`src/rtl/ppu_pkg.sv`:
```
// Shared PPU definitions: mode encoding, framebuffer geometry, writer FSM states
// and the pixel FIFO entry layout.
package ppu_pkg;

    typedef enum logic [1:0] {
        MODE_H_BLANK = 2'd0,
        MODE_V_BLANK = 2'd1,
        MODE_SCAN    = 2'd2,
        MODE_DRAW    = 2'd3
    } ppu_mode_t;

    localparam int FB_WIDTH  = 160;
    localparam int FB_HEIGHT = 144;

    typedef enum logic [1:0] {
        WR_IDLE,
        WR_ACTIVE,
        WR_DRAIN,
        WR_SWAP
    } fb_wr_state_t;

    typedef struct packed {
        logic [1:0] shade;
        logic [7:0] x;
        logic [7:0] y;
    } px_entry_t;

    // y*160 + x using shifts only: 160 = 128 + 32.
    function automatic logic [14:0] fb_pixel_addr(input logic [7:0] x, input logic [7:0] y);
        return (15'(y) << 7) + (15'(y) << 5) + 15'(x);
    endfunction

endpackage

```
`src/rtl/ppu_px_fifo.sv`:
```
// Synchronous show-ahead FIFO for queued framebuffer pixels; the head entry is
// visible on dout whenever empty is low.
module ppu_px_fifo #(
    parameter int DEPTH = 16,
    parameter int WIDTH = 18
) (
    input  logic             clk,
    input  logic             rst,
    input  logic             flush,
    input  logic             push,
    input  logic             pop,
    input  logic [WIDTH-1:0] din,
    output logic [WIDTH-1:0] dout,
    output logic             full,
    output logic             empty
);

    localparam int AW = $clog2(DEPTH);
    localparam logic [AW:0] PTR_ONE = (AW + 1)'(1);

    logic [WIDTH-1:0] mem [DEPTH];
    logic [AW:0]      wr_ptr;
    logic [AW:0]      rd_ptr;
    logic             do_push;
    logic             do_pop;

    // Pointers carry an extra wrap bit so full and empty are distinguishable.
    assign empty   = (wr_ptr == rd_ptr);
    assign full    = (wr_ptr[AW] != rd_ptr[AW]) && (wr_ptr[AW-1:0] == rd_ptr[AW-1:0]);
    assign do_pop  = pop && !empty;
    assign do_push = push && (!full || do_pop);
    assign dout    = mem[rd_ptr[AW-1:0]];

    always_ff @(posedge clk) begin
        if (do_push) begin
            mem[wr_ptr[AW-1:0]] <= din;
        end
    end

    always_ff @(posedge clk) begin
        if (rst || flush) begin
            wr_ptr <= '0;
            rd_ptr <= '0;
        end else begin
            if (do_push) begin
                wr_ptr <= wr_ptr + PTR_ONE;
            end
            if (do_pop) begin
                rd_ptr <= rd_ptr + PTR_ONE;
            end
        end
    end

endmodule

```
`src/rtl/ppu_fb_writer.sv`:
```
// Converts PPU background pixels into palette shades and queues them as
// framebuffer writes into the back bank, swapping banks once per frame.
module ppu_fb_writer
    import ppu_pkg::*;
#(
    parameter int FIFO_DEPTH = 16
) (
    input  logic        clk,
    input  logic        rst,
    input  logic [1:0]  px_in,
    input  logic        px_valid,
    input  logic [1:0]  ppu_mode,
    input  logic [7:0]  bgp,
    input  logic        lcd_en,
    output logic        fb_wr_en,
    output logic [15:0] fb_wr_addr,
    output logic [1:0]  fb_wr_data,
    input  logic        fb_wr_ready,
    output logic        fb_bank,
    output logic        frame_done,
    output logic        overflow
);

    fb_wr_state_t state;
    ppu_mode_t    mode_now;
    ppu_mode_t    mode_q;
    logic [7:0]   x_cnt;
    logic [7:0]   y_cnt;

    logic         scan_entry;
    logic         vblank_entry;
    logic         line_end;
    logic         in_range;
    logic [1:0]   shade;
    logic         push_req;
    logic         push_ok;
    logic         pop;
    px_entry_t    push_entry;
    px_entry_t    head;
    logic         fifo_full;
    logic         fifo_empty;

    assign mode_now     = ppu_mode_t'(ppu_mode);
    assign scan_entry   = (mode_now == MODE_SCAN) && (mode_q != MODE_SCAN);
    assign vblank_entry = (mode_now == MODE_V_BLANK) && (mode_q != MODE_V_BLANK);
    assign line_end     = (mode_q == MODE_DRAW) && (mode_now == MODE_H_BLANK);
    assign in_range     = (x_cnt < 8'(FB_WIDTH)) && (y_cnt < 8'(FB_HEIGHT));
    assign shade        = bgp[{px_in, 1'b0} +: 2];

    assign push_req   = px_valid && lcd_en && in_range && (state == WR_ACTIVE);
    assign pop        = fb_wr_en && fb_wr_ready;
    assign push_ok    = !fifo_full || pop;
    assign push_entry = '{shade: shade, x: x_cnt, y: y_cnt};

    ppu_px_fifo #(
        .DEPTH (FIFO_DEPTH),
        .WIDTH ($bits(px_entry_t))
    ) u_fifo (
        .clk   (clk),
        .rst   (rst),
        .flush (!lcd_en),
        .push  (push_req),
        .pop   (pop),
        .din   (push_entry),
        .dout  (head),
        .full  (fifo_full),
        .empty (fifo_empty)
    );

    // Head fields are masked while empty so idle outputs read as zero.
    assign fb_wr_en   = !fifo_empty;
    assign fb_wr_data = fifo_empty ? 2'd0 : head.shade;
    assign fb_wr_addr = {fb_bank, fifo_empty ? 15'd0 : fb_pixel_addr(head.x, head.y)};

    // Counters saturate so a runaway line cannot wrap back into the visible area.
    always_ff @(posedge clk) begin
        if (rst) begin
            mode_q <= MODE_H_BLANK;
            x_cnt  <= '0;
            y_cnt  <= '0;
        end else begin
            mode_q <= mode_now;
            if (!lcd_en) begin
                x_cnt <= '0;
                y_cnt <= '0;
            end else begin
                if (scan_entry) begin
                    x_cnt <= '0;
                end else if (px_valid && (x_cnt != 8'hFF)) begin
                    x_cnt <= x_cnt + 8'd1;
                end
                if (vblank_entry) begin
                    y_cnt <= '0;
                end else if (line_end && (y_cnt != 8'hFF)) begin
                    y_cnt <= y_cnt + 8'd1;
                end
            end
        end
    end

    always_ff @(posedge clk) begin
        if (rst) begin
            state      <= WR_IDLE;
            fb_bank    <= 1'b0;
            frame_done <= 1'b0;
            overflow   <= 1'b0;
        end else begin
            frame_done <= 1'b0;
            if (push_req && !push_ok) begin
                overflow <= 1'b1;
            end
            if (!lcd_en) begin
                state <= WR_IDLE;
            end else begin
                case (state)
                    WR_IDLE: begin
                        if (mode_now == MODE_SCAN) begin
                            state <= WR_ACTIVE;
                        end
                    end
                    WR_ACTIVE: begin
                        if (vblank_entry) begin
                            state <= WR_DRAIN;
                        end
                    end
                    WR_DRAIN: begin
                        if (fifo_empty) begin
                            state      <= WR_SWAP;
                            fb_bank    <= ~fb_bank;
                            frame_done <= 1'b1;
                        end
                    end
                    WR_SWAP: begin
                        state <= WR_ACTIVE;
                    end
                    default: begin
                        state <= WR_IDLE;
                    end
                endcase
            end
        end
    end

endmodule

```
`config.mk`:
```
export PLATFORM = sky130hd
export DESIGN_NAME = ppu_fb_writer
export DESIGN_NICKNAME = d
export VERILOG_FILES = /design/src/rtl/ppu_pkg.sv /design/src/rtl/ppu_px_fifo.sv /design/src/rtl/ppu_fb_writer.sv
export SDC_FILE = /design/constraint.sdc
export NUM_CORES = 1
export LEC_CHECK = 0
export CAP_MARGIN = 0
export CELL_PAD_IN_SITES_DETAIL_PLACEMENT = 0
export CELL_PAD_IN_SITES_GLOBAL_PLACEMENT = 2
export CORE_MARGIN = 2
export CORE_UTILIZATION = 25
export CTS_BUF_LIST = sky130_fd_sc_hd__clkbuf_8 sky130_fd_sc_hd__clkbuf_16
export DETAILED_ROUTE_END_ITERATION = 8
export PLACE_DENSITY_LB_ADDON = 0.1
export SETUP_SLACK_MARGIN = 0.05
export SYNTH_ARGS = -nofsm -noshare
export SYNTH_HDL_FRONTEND = slang
export SYNTH_HIERARCHICAL = 1
export SYNTH_SLANG_ARGS = --single-unit
export TNS_END_PERCENT = 100
```
`constraint.sdc`:
```
create_clock -name clk -period 5.6 [get_ports clk]
set_clock_uncertainty 0.15 [all_clocks]
set_input_delay 1.4 -clock clk [delete_from_list [all_inputs] [get_ports clk]]
set_output_delay 1.4 -clock clk [all_outputs]
set_load 0.005 [all_outputs]
```
==> results.yml, run 1 <==
status:
  outcome: "finished clean"
cells_and_area:
  final_area_um2: 16500
  fillers: 5102
  drive_above_1_share_pct: 29.1
  multi_input_area_um2: 4020
  area_growth_pct: 23.0
  seq_area_um2: 9400
  fin_cells: 1516
  antenna_cells: 0
  fin_nets: 844
clock_tree:
  clkTransAtPathRegs_ps: 60
  h-tree-depth: 2
  cts.sinks: 325
  cts_made_buffers: 38
  hold_buffers: 0
  insertion_delay_ps: 550
  clockBufferDepth: 3
  cts_tree: "built"
  ctsRootBufferMaster: "clkbuf_16"
sta:
  hold_violations: 0
  fin_crit_sh_pct: 99.1
  relSlewSlack_pct: 28.1
  max_freq_ghz: 0.180
  rsz0062_at_grt: "true"
  setup_viol: 0
  period_needed_ps: 5550
  finalSetupTns_ps: 0
  finalMaxSlewViolations: 0
  worstMarginPinSlew_ps: 1070
  hold_slack_ps: 375
detailed_routing:
  viasPerCell: 4.51
  vias: 6839
  drt_iter0_drc: 389
  drtAntennaViolNets: 0
  first_pass_iters: 4
  drc_errors: 0
  wire_per_inst_um: 23.5
  drt_wl_total_mm: 35.7
global_routing:
  grt_usage_pct: 13.0
  grt_pass1_vias: 7373
  antenna_found_initial: 0
  grt_pass1_wl_mm: 51.9
  grt.overflow.total: 0
  grt_max_degree: 25
worst_setup_path:
  cp_num_buf_inv: 4
  crit_top_cell: "ha_4"
  r2r_start: "u_fifo/wr_ptr[2]"
  worstPathArrival_ps: 4000
  cp-start-kind: "register"
  critical-path-top-delay-family: "multiplexers"
  critPathRequiredTime_ps: 4050
  critPathKind: "register to primary output"
  crit_path_top_delay_cell: "mux4_1"
  critical_path.max_fanout: 7
  cp-end-kind: "primary output"
  slowest_delay_ps: 570
  path_cells: "buf_12 -> mux4_1 -> mux4_2 -> ha_4 -> ha_4 -> inv_2 -> fa_2 -> nor2b_2 -> o31a_1 -> buf_6 -> o22ai_4 -> xor2_1 -> nor2_1 -> buf_2"
place:
  dpl.cell_count: 1425
  dp_hpwl_mm: 20.4
  gp_congestion: 0.693
  port_buffers: 38
  dpl_cell_area_um2: 14900
synth:
  synth_edf_count: 288
  synth_cells: 688
  synth_area_leader_cell: "edfxtp_1"
  synth_fa_ha_area_share_pct: 2.72
  postSynthAreaPerCell_um2: 19.5
  synthSimpleGateAreaFrac_pct: 5.12
  synth_top_family_by_area: "multiplexers"
  ys_warn_count: 6
  synth_mux_area_share_pct: 16.7
  synth_xor_area_share_pct: 1.50
  synth_compound_area_share_pct: 2.33
  syn-num-nets: 733
  synthesis.area_um2: 13400
  synthTopCellsByArea: "edfxtp_1 64%, mux4_2 10%, mux4_1 5.9%"
  synth.distinct_cells: 56
  ys_seq_area_share_pct: 69.8
  ys_seq_elements: 325
  synthArstFlopShare_pct: 0
  synth_ff_type: "edfxtp_1"
  netlist.area_leader.share_pct: 64.3
job:
  cap_violations: 0
die:
  dieArea_um2: 55600
  coreArea_um2: 52900
  initial_core_util_pct: 25.4
  rows: 84
  fp.dieH_um: 236
  fp.dieW_um: 236
  io-pin-count: 39
pwr:
  comb_power_share_pct: 1.0
  leakagePower_nw: 5.48
  seqPwrFrac_pct: 51.1
  intPower_w: 0.00409
  netSwitchingPower_w: 0.00103
  power_switching_share_pct: 20.1
  ir_worst_vdd_v: 0.000168
  power_density_nw_per_um2: 310
  power_w: 0.00512
  pwr-share-clk_pct: 47.9
worst_hold_path:
  min_from: "overflow"
  hold_class: "register to register"
==> cell usage after synthesis (2+ instances only) <==
master      n
mux2i_1     6
nor2b_1    20
mux4_2     62
nor2_1     44
buf_1       5
ha_1       26
xor2_1     11
dfxtp_1    37
xnor2_1    12
fa_1        2
buf_8       2
or4_1       2
and3_1     14
nand4_1     3
buf_2       3
a211oi_1    5
o21ai_1     3
mux4_1     30
edfxtp_1  288
and2_1      2
a21oi_1    10
buf_6       5
a21o_1      2
o21a_1      5
nand3_1    11
o21ai_0     5
clkbuf_1    9
nor3_1     11
nand2_1    11
inv_1      16
==> layout by cell type, fill, tap and decap left out, types with 12 or more instances in the layout <==
| cell type | synthesis | final |
|---|---|---|
| and3_1 | 14 | 14 |
| buf_4 | 1 | 44 |
| clkbuf_16 | 0 | 38 |
| clkdlybuf4s50_1 | 0 | 31 |
| dfxtp_1 | 37 | 34 |
| edfxtp_1 | 288 | 288 |
| ha_1 | 26 | 12 |
| ha_4 | 0 | 12 |
| inv_1 | 16 | 15 |
| mux4_1 | 30 | 22 |
| mux4_2 | 62 | 70 |
| nor2_1 | 44 | 43 |
| nor2b_1 | 20 | 18 |
| xnor2_1 | 12 | 12 |
==> worst paths after layout <==
path	slack [ps]	endpoint	depth (start not counted)
worst max-delay path	50	fb_wr_addr[14]	14
worst min-delay path	370	overflow	2
worst max register to register	2010	u_fifo/mem[9][6]	8
worst min register to register	370	overflow	2
==> logic make-up (layout without fill, tap and decap cells) <==
group / count (synthesis) / count (layout)
mux: 98 / 98
compound gates: 43 / 43
simple gates: 129 / 129
flops: 325 / 325
buf+inv: 42 / 182
fa+ha+maj: 28 / 28
xor+xnor: 23 / 23
==> sequential cells by signal, summed over array words and instances, names as in the netlist, named ones only <==
register,cells
x_cnt,8
frame_done,1
y_cnt,8
overflow,1
u_fifo/mem,288
mode_q,2
fb_bank,1
u_fifo/rd_ptr,5
u_fifo/wr_ptr,5
state,2
==> power groups by stage <==
stage | logic, W | clock network (W) | registers, W
6_report | 0.0000502 | 0.00245 | 0.00261
5_1_grt | 0.0000552 | 0.00262 | 0.00261
4_1_cts | 0.0000518 | 0.00254 | 0.00261
3_5_place_dp | 0.0000511 | 0 | 0.00267
3_3_place_gp | 0.0000494 | 0 | 0.00267
2_1_floorplan | 0.0000235 | 0 | 0.00266
==> tightest hold or removal path, stage by stage (launching register included) <==
cell	delay (ps)
dfxtp_1	370
a21oi_1	60
nor2_1	70
==> timing repair <==
action                     in CTS  in global routing
pin swaps                      16                 13
setup endpoints to repair       8                  7
setup buffers                  22                  2
gates resized for setup        64                 15
cloned                          2                  0
==> final cells by class <==
type                       instances  share of cell area, %
inverter                          16                  0.363
multi-input combinational        321                   24.3
clock inverter                    29                   1.57
sequential                       325                   56.8
clock buffer                      40                   5.92
timing repair buffer              97                   5.77
tap                              688                   5.21
==> metrics by stage <==
stage / util, % / setup slack (ps)
2_1_floorplan: - / 664
3_3_place_gp: 28.2 / 138
3_5_place_dp: 28.2 / 63.1
4_1_cts: 31.4 / -78.9
5_1_grt: 31.3 / -149
6_report: 31.3 / 52.6
==> routing by layer <==
layer / GRT usage (%) / up-vias / routed length, µm
li1: - / 3032 / -
met1: 17.4 / 3637 / 16300
met2: 21.8 / 132 / 17500
met3: 2.53 / 38 / 1380
met4: 3.03 / 0 / 574
met5: 0 / - / 0
No activity file was read; power rests on OpenSTA's default activity.
==> inputs of run 2 (changes only) <==
- ABC_CLOCK_PERIOD_IN_PS: default -> 6700
- CORE_ASPECT_RATIO: default -> 1.75
- clock period: 5.6 -> 6.7 ns (I/O delays scaled with it)
==> run 2 against run 1 <==
Compared with the run above:
- critical path depth decreased by 2
- final cell count decreased by 3.8%
- die area increased by 0.13%
- via count decreased by 3.9%
- total power decreased by 23%
- sequential power decreased by 16%
- global-route usage decreased by 0.40 points
- setup slack improved by 270 ps
- register-to-register slack improved by 950 ps
- worst hold slack got worse by 18 ps
- sequential share of layout area increased by 3.0 points
- sequential cell count unchanged
- critical endpoint is now fb_wr_addr[12]
==> results.yml, run 2 (same netlist as run 1, synthesis figures left out) <==
cells_and_area:
  final_cell_mix: "288 x edfxtp_1, 62 x mux4_2, 44 x nor2_1"
  drive_above_1_share_pct: 19.4
  fin_cells: 1458
  final_util_pct: 29.5
  area_growth_pct: 16.9
  final_common_cell: "edfxtp_1"
  antenna_cells: 0
  fin_nets: 797
  final_area_um2: 15700
  largest_reg_flops: 288
detailed_routing:
  viasPerCell: 4.51
  first_pass_iters: 7
  drc_errors: 0
  drt_wl_total_mm: 34.5
  vias: 6574
  wire_per_inst_um: 23.7
  drt_iter0_drc: 471
  drtAntennaViolNets: 0
clock_tree:
  h-tree-depth: 1
  ctsRootBufferMaster: "clkbuf_16"
  cts_made_buffers: 31
  clockBufferDepth: 3
  insertion_delay_ps: 570
  cts_tree: "built"
  clkTransAtPathRegs_ps: 70
  cts.sinks: 325
sta:
  period_needed_ps: 6380
  max_freq_ghz: 0.157
  finalMaxSlewViolations: 0
  setup_viol: 0
  hold_violations: 0
  rsz0062_at_grt: "false"
  relSlewSlack_pct: 24.9
  finalSetupTns_ps: 0
  worstMarginPinSlew_ps: 1120
  fin_crit_sh_pct: 95.2
global_routing:
  grt_pass1_vias: 7064
  grt.overflow.total: 0
  antenna_found_initial: 0
  grt_usage_pct: 12.6
  use_met3_pct: 1.50
  grt_max_degree: 24
  met1_usage_pct: 14.9
  grt_pass1_wl_mm: 50.0
  met2_usage_pct: 23.3
  top_usage_layer: "met2"
place:
  dpl.cell_count: 1400
  gp_congestion: 0.717
  dpl_cell_area_um2: 14700
  dp_hpwl_mm: 21.3
  port_buffers: 38
worst_hold_path:
  hold_class: "register to register"
  worst_hold_path.num_cells: 2
  min_from: "overflow"
worst_setup_path:
  cp-start-kind: "register"
  rrSetupSlack_ps: 2960
  critical_path.max_fanout: 8
  ff2ff_path_depth: 5
  critPathRequiredTime_ps: 4880
  cp-end-kind: "primary output"
  critPathKind: "register to primary output"
  r2r_start: "x_cnt[6]"
  worstPathArrival_ps: 4560
pwr:
  power_density_nw_per_um2: 251
  leakagePower_nw: 5.14
  ir_worst_vdd_v: 0.000170
die:
  fp.dieH_um: 311
  rows: 112
  initial_core_util_pct: 25.2
  dieArea_um2: 55700
  io-pin-count: 39
  coreArea_um2: 53300
  fp.dieW_um: 179
job:
  cap_violations: 0
status:
  outcome: "finished clean"
## run 2: repair_timing
item                       4_1_cts  5_1_grt
setup buffers                    1        2
hold buffers                     0        0
setup endpoints to repair        1        4
resized for setup                0        1
## run 2: area by class of cell
type                    count  area, µm²
multi-input cells         321       3850
fillers                  5198      37500
inverters                  16       60.1
flip-flops and latches    325       9400
clock buffers              32        790
clock inverters            23        180
repair buffers             57        581
well taps                 684        856
## run 2: final timing paths
kind | endpoint
worst min-delay path | overflow
worst max-delay path | fb_wr_addr[12]
worst min register to register | overflow
worst max register to register | u_fifo/mem[8][4]
## run 2: stage by stage
stage	hold slack [ps]	power, W	setup slack [ps]
floorplan	310	0.00225	1490
global placement	316	0.00227	642
detailed placement	343	0.00227	596
CTS	365	0.00400	69.6
global route	394	0.00407	102
finish	357	0.00394	319
## run 2: metal layers
layer  routed length [µm]  up-vias
met3                  947       36
met1                13800     3515
met2                18900       91
li1                     -     2932
met4                  876        0
met5                    0        -
## run 2: where the power goes
part | internal [W] | switching [W] | total [W]
logic | 0.0000181 | 0.0000222 | 0.0000402
clock network | 0.000959 | 0.000753 | 0.00171
registers | 0.00218 | 0.00000307 | 0.00218
## run 2: worst max-delay path, stage by stage, from the launching register on
cell and delay [ps]:
dfxtp_4 400, buf_12 130, buf_4 200, mux4_1 570, mux4_2 540, ha_1 310
ha_1 340, nor2b_1 170, o31a_1 300, o21a_1 200, o21a_1 170, nor3_1 130
clkdlybuf4s50_1 520
